**src/rtl/dmux_slow2fast.sv**
```systemverilog
// Slow-to-fast DMUX crossing: only the valid level is synchronized into clk_b, and the data
// word is captured on the rising edge of the synchronized valid.
module dmux_slow2fast #(
    parameter int unsigned DATA_W      = 8,
    parameter int unsigned SYNC_STAGES = 2
) (
    input  logic              clk_b,
    input  logic              rst_n,
    input  logic              clk_a,
    input  logic [DATA_W-1:0] data_in,
    input  logic              data_in_valid,
    output logic [DATA_W-1:0] data_out,
    output logic              data_out_valid
);

    // The source clock is kept on the port list for drop-in compatibility only.
    logic unused_clk_a;
    assign unused_clk_a = clk_a;

    logic [SYNC_STAGES-1:0] sync_q;
    logic                   dly_q;
    logic                   rise;

    assign rise = sync_q[SYNC_STAGES-1] & ~dly_q;

    always_ff @(posedge clk_b or negedge rst_n) begin
        if (!rst_n) begin
            sync_q <= '0;
            dly_q  <= 1'b0;
        end else begin
            sync_q <= {sync_q[SYNC_STAGES-2:0], data_in_valid};
            dly_q  <= sync_q[SYNC_STAGES-1];
        end
    end

    // data_in is only sampled once the synchronized valid says it has settled.
    always_ff @(posedge clk_b or negedge rst_n) begin
        if (!rst_n) begin
            data_out       <= '0;
            data_out_valid <= 1'b0;
        end else begin
            data_out_valid <= rise;
            if (rise) begin
                data_out <= data_in;
            end
        end
    end

endmodule

```
**config.mk**
```make
export PLATFORM = sky130hd
export DESIGN_NAME = dmux_slow2fast
export DESIGN_NICKNAME = d
export VERILOG_FILES = /design/src/rtl/dmux_slow2fast.sv
export SDC_FILE = /design/constraint.sdc
export NUM_CORES = 1
export LEC_CHECK = 0
export BUFFER_PORTS_ARGS = -buffer_cell sky130_fd_sc_hd__buf_4
export CAP_MARGIN = 20
export CORE_AREA = 10 10 47 49
export CTS_BUF_LIST = sky130_fd_sc_hd__clkbuf_16
export CTS_CLUSTER_DIAMETER = 150
export CTS_CLUSTER_SIZE = 30
export DETAILED_ROUTE_END_ITERATION = 6
export DIE_AREA = 0 0 57 59
export GPL_ROUTABILITY_DRIVEN = 1
export PLACE_DENSITY = 0.58
export SLEW_MARGIN = 20
export SYNTH_ARGS = -nofsm -noshare
export SYNTH_HDL_FRONTEND = slang
export SYNTH_SLANG_ARGS = --single-unit
```
**constraint.sdc**
```tcl
create_clock -name clk_b -period 1.9 [get_ports clk_b]
set_input_delay 0.19 -clock clk_b [delete_from_list [all_inputs] [get_ports clk_b]]
set_output_delay 0.19 -clock clk_b [all_outputs]
set_load 0.01 [all_outputs]
```
======== Word-level counts from Yosys, hierarchy flattened ========
Cells that the tools add are included.
cells by class
  bitwise logic cells ..................... 2
operator list
  operator           number
  bitwise AND 1 bit  1
  inverter 1 bit     1
word-level totals
  register bits ........................... 12
  logic and storage cells ................. 6

======== Longest topological paths before layout ========
Gate-level depths: netlist (run 1).
  word-level depth ........................ 2
  gate-level depth with buffers ........... 3
  gate-level depth less buffers ........... 2

======== Worst setup path before layout (run 1) ========
OpenSTA, ideal clock, no wires.
  path type ............................... reg-to-reg
  start ................................... reg dly_q
  end ..................................... reg data_out[0]
  arrival ................................. 0.918 ns
  data required time ...................... 1.775 ns
  path slack .............................. 0.857 ns
  stages on the path, launching flop included .. 4
  buffers on the path ..................... 1
  path through ............................ dfrtp_1 nor2b_4 buf_12 mux2_4
on the way
  word-level cells in the longest chain between the ends .. 2
ends and longest elaborated chain
  item                    RTL line  text
  from (decl)             21        logic dly_q;
  from (signal assigned)  32        dly_q <= sync_q[SYNC_STAGES-1];
  inverter 1 bit          24        assign rise = sync_q[SYNC_STAGES-1] & ~dly_q;
  bitwise AND 1 bit       24
  via rise                22        logic rise;
  to (signal assigned)    44        data_out <= data_in;
  to (decl)               12        output logic [DATA_W-1:0] data_out,
The timed path passes the listed nets, and every way through them passes these cells.
A chain may end at the register's enable or synchronous reset.

======== Final worst setup path (run 1) ========
  start ................................... reg dly_q
  end ..................................... reg data_out[4]
on the way
  word-level cells in the longest chain between the ends .. 2
ends and longest elaborated chain
  item               RTL line
  inverter 1 bit     24
  bitwise AND 1 bit  24
No other way between the ends.

==> qor.yml, run 1 <==
outcome:
  status: "completed"
logic_synthesis:
  synth-seq-cells: 12
  synth-async-reset-ratio_pct: 100
  yosysTopAreaCell: "dfrtp_1"
  avgSynthCellArea_um2: 20.6
  ys_seq_area_share_pct: 66.1
  synthMostInstantiatedCell: "dfrtp_1"
  synth_area_leaders: "dfrtp_1 66%, mux2_4 26%, buf_12 4.4%, nor2b_4 3.0%"
  ys_warn_count: 0
  netlist_area_um2: 454
  synth_edf_count: 0
  ys.flop_type: "dfrtp_1"
  netlist_instances: 22
  synthTopCellsByCount: "12 x dfrtp_1, 8 x mux2_4, 1 x buf_12, 1 x nor2b_4"
  syn-num-nets: 34
  synth_cell_types: 4
  synth_top_area_share_pct: 66.1
layout:
  design_area_um2: 686
  nFillCells: 142
  area_growth_pct: 51.0
  final_nets: 58
  final_cells: 61
  diodes: 0
  final_core_utilization_pct: 48.9
  layout-drive-gt1-share_pct: 68.9
global_routing:
  groute.usage.overall_pct: 6.30
  antenna_found_initial: 0
  grt_pass1_vias: 334
  grt_overflow_total: 0
  grt_max_degree: 13
  grt_first_pass_wirelength_mm: 1.56
worst_hold_path:
  hp-class: "primary input to flop"
floorplan:
  initial_utilization_pct: 32.4
  pin_count: 21
  die_w_um: 57
  placeableCoreArea_um2: 1400
  rows: 14
  die_h_um: 59
  die-area_um2: 3360
pwr:
  p_leak_nw: 0.343
  switching_share_pct: 19.6
  power.density_nw_per_um2: 1170
  combinationalPowerShare_pct: 15.6
  seqPwrFrac_pct: 37.8
  vdd_drop_max_mv: 0.525
  internal_power_mw: 0.644
  p_switching_mw: 0.157
  p_clk_share_pct: 46.6
  total_power_mw: 0.801
setup_path:
  path_class: "flop to flop"
  critPathCaptureType: "flop"
  startpoint_type: "flop"
  cp_data_arrival_time_ps: 1280
  cp_data_required_time_ps: 2010
  crit_fanout: 9
flow_run:
  drv_cap: 0
sta:
  rsz0062_at_grt: "no"
  finalSetupTns_ps: 0
  drv_slew: 0
  period_share_pct: 61.6
  tightest_slew_ps: 361
  min_period_ps: 1170
  relSlewSlack_pct: 75.9
  whs_ps: 63.1
  clock.fmax_ghz: 0.855
  setup_viol: 0
  clock_skew_ps: 3.46
  setup_ws_ps: 730
  hold_viol: 0
clock_network:
  cts_buffer_depth: 2
  clock_latency_ps: 240
  cts_root_buffer: "clkbuf_16"
  cts.sink_count: 12
  cts_buffers: 3
  htreeDepth: 1
  cts_tree: "yes"
  cts.reportedPaths.clkPinSlew_ps: 40
place:
  gp_congestion: 0.719
  dp_slack_ps: 714
  dpl_cell_area_um2: 597
  port_buffers: 19
  placed_cells: 56
  place_hpwl_um: 733
drt:
  via_count: 273
  drtPass1Iterations: 2
  ant_nets: 0
  drcViolationCount: 0
  drt_iter0_drc: 1
  routed_wl_um: 932
  viasPerCell: 4.48
  post_drt_wl_per_cell_um: 15.3
## routing by layer
| layer | GRT usage, % | up-vias | wire (um) | share of wire (%) |
|---|---|---|---|---|
| met2 | 6.98 | 20 | 358 | 38 |
| met1 | 6.88 | 130 | 388 | 42 |
| met3 | 6.01 | 4 | 164 | 18 |
| li1 | - | 119 | - | - |
| met4 | 5.03 | 0 | 21 | 2.3 |
| met5 | 0 | - | 0 | 0 |
## cell usage in the layout (no fill, tap or decap), drive strengths merged
master        n
dlygate4sd3   1
nor2b         1
clkinv        1
mux2          8
dfrtp        12
buf          19
clkbuf        3
## critical path, cell delays in order (launching register included)
cell and delay, ps:
dfrtp_1 380, nor2b_4 330, mux2_4 330
## cell families (layout without fill, tap and decap cells)
kind of cell           count (synthesis)  in the layout  share of synthesized area, %
DFF                                   12             12                          66.1
muxes                                  8              8                          26.4
and+or+nand+nor                        1              1                          3.03
buffers and inverters                  1             24                          4.41
## flip-flops by register name (all words and copies together), names as in the netlist
register        cells
dly_q               1
sync_q              2
data_out            8
data_out_valid      1
## what timing repair did
item | in CTS | in global routing
hold buffers | 1 | 0
hold endpoints to repair | 12 | 0
setup buffers | 0 | 0
gates resized for setup | 0 | 0
## power by group through the flow
stage               sequential (mW)  clock (mW)  combinational, mW
floorplan                     0.317           0             0.0492
global placement              0.303           0              0.124
detailed placement            0.306           0              0.127
CTS                           0.303       0.382              0.129
global route                  0.307       0.396              0.135
finish                        0.303       0.373              0.125
## path summary, 6_finish.rpt
check	start	endpoint	slack, ps	cells past startpoint
max in group asynchronous	rst_n	data_out[2]$_DFFE_PN0P_	1420	2
hold reg to reg	sync_q[0]$_DFF_PN0_	sync_q[1]$_DFF_PN0_	340	0
setup reg to reg	dly_q$_DFF_PN0_	data_out[4]$_DFFE_PN0P_	730	2
min in group asynchronous	rst_n	data_out[7]$_DFFE_PN0P_	330	2
setup / recovery	dly_q$_DFF_PN0_	data_out[4]$_DFFE_PN0P_	730	2
hold / removal	data_in_valid	sync_q[0]$_DFF_PN0_	60	1
## final cells by class
cell class / count / area (um^2) / share of cell area (%)
sequential: 12 / 300 / 43.8
timing repair buffer: 20 / 153 / 22.3
multi-input combinational: 9 / 134 / 19.5
clock buffer: 3 / 75.1 / 10.9
tap: 16 / 20.0 / 2.92
clock inverter: 1 / 3.75 / 0.547
No activity file was read; power rests on OpenSTA's default activity.
==> run 2, diff against run 1 <==
--- a/config.mk
+++ b/config.mk
@@ -5,6 +5,7 @@
 export SDC_FILE = /design/constraint.sdc
 export NUM_CORES = 1
 export LEC_CHECK = 0
+export ABC_AREA = 1
 export BUFFER_PORTS_ARGS = -buffer_cell sky130_fd_sc_hd__buf_4
 export CAP_MARGIN = 20
 export CORE_AREA = 10 10 47 49
==> constraint.sdc (replaced) <==
create_clock -name clk_b -period 1.1 [get_ports clk_b]
set_input_delay 0.11 -clock clk_b [delete_from_list [all_inputs] [get_ports clk_b]]
set_output_delay 0.11 -clock clk_b [all_outputs]
set_load 0.01 [all_outputs]
==> run 2 against run 1 <==
Routed wire length is 3.9% higher. Global-route usage about the same. Final cell count increased by 33%. Clock skew down 2.4 ps. Via count increased by 26%. Critical path depth shrank 1. Clock-buffer cell count unchanged. Die area stayed put. Hold slack improved by 41 ps. Sequential power up 69%. Clock power rose by 74%. Critical path type is now flop to output port. Largest cell class unchanged.
==> qor.yml, run 2 <==
setup_path:
  worstPathCellList: "buf_4"  # was nor2b_4 > mux2_4
  cp_top_family: "flip-flops"  # unchanged
  worst_path_largest_cell_delay_ps: 380  # about the same
  crit_buf_inv: 1  # was 0
  reg2reg_to: "data_out[6]$_DFFE_PN0P_"  # was data_out[4]$_DFFE_PN0P_
  slowest_stage: "dfrtp_1"  # unchanged
  r2r_start: "dly_q$_DFF_PN0_"  # unchanged
  cp_data_required_time_ps: 990  # was 2010 ps
  r2r_cells: 4  # was 2
  cp_data_arrival_time_ps: 760  # was 1280 ps
  crit_fanout: 2  # was 9
  critPathCaptureType: "output port"  # was flop
  r2r_slack_ps: 280  # was 730 ps
  path_class: "flop to output port"  # was flop to flop
  startpoint_type: "flop"  # unchanged
clock_network:
  clock_latency_ps: 240  # about the same
  cts.reportedPaths.clkPinSlew_ps: 40  # about the same
  cts_buffer_depth: 2  # unchanged
  cts_tree: "yes"  # unchanged
  cts_hold_buf: 2  # was 1
  cts.sink_count: 12  # unchanged
  cts_setup_buffers: 0  # unchanged
  cts_root_buffer: "clkbuf_16"  # unchanged
  htreeDepth: 1  # unchanged
  cts_buffers: 3  # unchanged
  cts-resized-gates: 0  # unchanged
logic_synthesis:
  synth_area_leaders: "dfrtp_1 67%, nand2_1 12%, nand3_1 9.0%, nand2_8 4.5%, nand2_2 2.8%"  # was dfrtp_1 66%, mux2_4 26%, buf_12 4.4%, nor2b_4 3.0%
  ys_seq_area_share_pct: 67.2  # was 66.1%
  synthTopCellsByCount: "14 x nand2_1, 12 x dfrtp_1, 8 x nand3_1"  # was 12 x dfrtp_1, 8 x mux2_4, 1 x buf_12, 1 x nor2b_4
  synth_top_area_share_pct: 67.2  # was 66.1%
  synth_edf_count: 0  # unchanged
  netlist_area_um2: 447  # was 454 um^2
  synth-seq-cells: 12  # unchanged
  avgSynthCellArea_um2: 11.2  # was 20.6 um^2
  syn-num-nets: 52  # was 34
  ys_warn_count: 0  # unchanged
  ys.flop_type: "dfrtp_1"  # unchanged
  synthMostInstantiatedCell: "nand2_1"  # was dfrtp_1
  netlist_instances: 40  # was 22
  synth-async-reset-ratio_pct: 100  # unchanged
  yosysTopAreaCell: "dfrtp_1"  # unchanged
  synth_cell_types: 8  # was 4
outcome:
  status: "completed"  # unchanged
layout:
  top_regs: "data_out: 8 flops, sync_q: 2 flops"  # unchanged
  final_common_cell: "buf_4"  # unchanged
  top_register: "data_out"  # unchanged
  layout-drive-gt1-share_pct: 41.5  # was 68.9%
  final_cell_mix: "20 x buf_4, 14 x nand2_1, 12 x dfrtp_1, 8 x nand3_1, 3 x clkbuf_16"  # was 19 x buf_4, 12 x dfrtp_1, 8 x mux2_4, 3 x clkbuf_16
  area_growth_pct: 57.7  # was 51.0%
  final_nets: 78  # was 58
  largest_reg_flops: 8  # unchanged
  diodes: 0  # unchanged
drt:
  viasPerCell: 4.23  # was 4.48
  wl_met2_um: 450  # was 358 um
  routed_wl_um: 968  # was 932 um
  wl_met1_um: 425  # was 388 um
  drtPass1Iterations: 4  # was 2
  wl_met3_um: 83  # was 164 um
  post_drt_wl_per_cell_um: 12.0  # was 15.3 um
  routed.top_layer: "met4"  # unchanged
  drt_iter0_drc: 7  # was 1
  via_count: 343  # was 273
  drcViolationCount: 0  # unchanged
  ant_nets: 0  # unchanged
floorplan:
  die-area_um2: 3360  # unchanged
  pin_count: 21  # unchanged
  initial_utilization_pct: 31.9  # was 32.4%
  die_h_um: 59  # unchanged
  rows: 14  # unchanged
  die_w_um: 57  # unchanged
  placeableCoreArea_um2: 1400  # unchanged
place:
  gp_congestion: 0.670  # was 0.719
  place_hpwl_um: 698  # was 733 um
  port_buffers: 19  # unchanged
pwr:
  vdd_drop_max_mv: 0.963  # was 0.525 mV
  total_power_mw: 1.35  # was 0.801 mW
  p_leak_nw: 0.376  # was 0.343 nW
  power.density_nw_per_um2: 1910  # was 1170 nW/um^2
sta:
  hold_viol: 0  # unchanged
  drv_slew: 0  # unchanged
  clock_skew_ps: 1.02  # was 3.46 ps
  period_share_pct: 79.3
  finalSetupTns_ps: 0  # unchanged
  rsz0062_at_grt: "no"  # unchanged
  relSlewSlack_pct: 89.7  # was 75.9%
  min_period_ps: 872
  setup_viol: 0  # unchanged
  whs_ps: 104  # was 63.1 ps
  clock.fmax_ghz: 1.15
  tightest_slew_ps: 155  # was 361 ps
global_routing:
  grt_first_pass_wirelength_mm: 1.59  # was 1.56 mm
  groute.usage.overall_pct: 6.30  # about the same
  grt_max_degree: 13  # unchanged
  antenna_found_initial: 0  # unchanged
  grt_overflow_total: 0  # unchanged
  grt_pass1_vias: 379  # was 334
worst_hold_path:
  hold_end: "data_out[2]$_DFFE_PN0P_"  # was sync_q[0]$_DFF_PN0_
  hp-class: "primary input to flop"  # unchanged
  hold_depth: 3  # was 1
  hp-start: "data_in[2]"  # was data_in_valid
flow_run:
  drv_cap: 0  # unchanged
-- run 2: cell types whose count changed in the layout (fill, tap and decap cells not counted), sizes merged --
cell and change:
nand3 +8, buf +1, nor2b -1, nand2 +17, inv +2, dlygate4sd3 +1, mux2 -8
-- run 2: worst max path at each step --
stage                     slack [ps]                    start                       to  cells past startpoint
after floorplan                  340          dly_q$_DFF_PN0_  data_out[0]$_DFFE_PN0P_                      4
after global placement           280          dly_q$_DFF_PN0_  data_out[5]$_DFFE_PN0P_                      4
after detailed placement         280          dly_q$_DFF_PN0_  data_out[0]$_DFFE_PN0P_                      4
after CTS                        220  data_out[4]$_DFFE_PN0P_              data_out[4]                      1
after global routing             200  data_out[3]$_DFFE_PN0P_              data_out[3]                      1
final                            230  data_out[4]$_DFFE_PN0P_              data_out[4]                      1
-- run 2: cell families (layout without fill, tap and decap cells) --
| group | count (synthesis) | count (layout) | synth area share, % |
|---|---|---|---|
| buffers and inverters | 3 | 28 | 4.76 |
| and+or+nand+nor | 25 | 25 | 28.0 |
| DFF | 12 | 12 | 67.2 |
-- run 2: layout make-up --
type / count / area (um^2)
inverter: 2 / 10.0
fill: 133 / 697
sequential: 12 / 300
timing repair buffer: 22 / 170
clock inverter: 1 / 3.75
clock buffer: 3 / 75.1
tap: 16 / 20.0
multi-input combinational: 25 / 125
-- run 2: routing by layer --
metal,vias to the layer above,track usage (%)
met1,151,6.63
met5,-,0
met3,2,3.43
li1,177,-
met2,13,8.68
met4,0,6.04
-- run 2: per-stage QoR --
stage	cells	utilization, %	instance area [um^2]	setup WS [ps]
floorplan	40	-	447	336
global placement	75	43.2	606	281
detailed placement	75	43.2	606	278
CTS	81	50.3	704	219
global route	81	50.3	704	197
finish	81	50.3	704	228
-- run 2: power by group --
part | internal (mW) | switching, mW | leakage, nW | total [mW]
registers | 0.488 | 0.0248 | 0.146 | 0.513
clock network | 0.477 | 0.173 | 0.0385 | 0.650
logic | 0.0987 | 0.0858 | 0.191 | 0.185
total | 1.06 | 0.284 | 0.376 | 1.35
-- run 2: tightest hold or removal path: stages --
cell and delay, ps:
buf_4 70, nand3_1 60, nand2_1 60
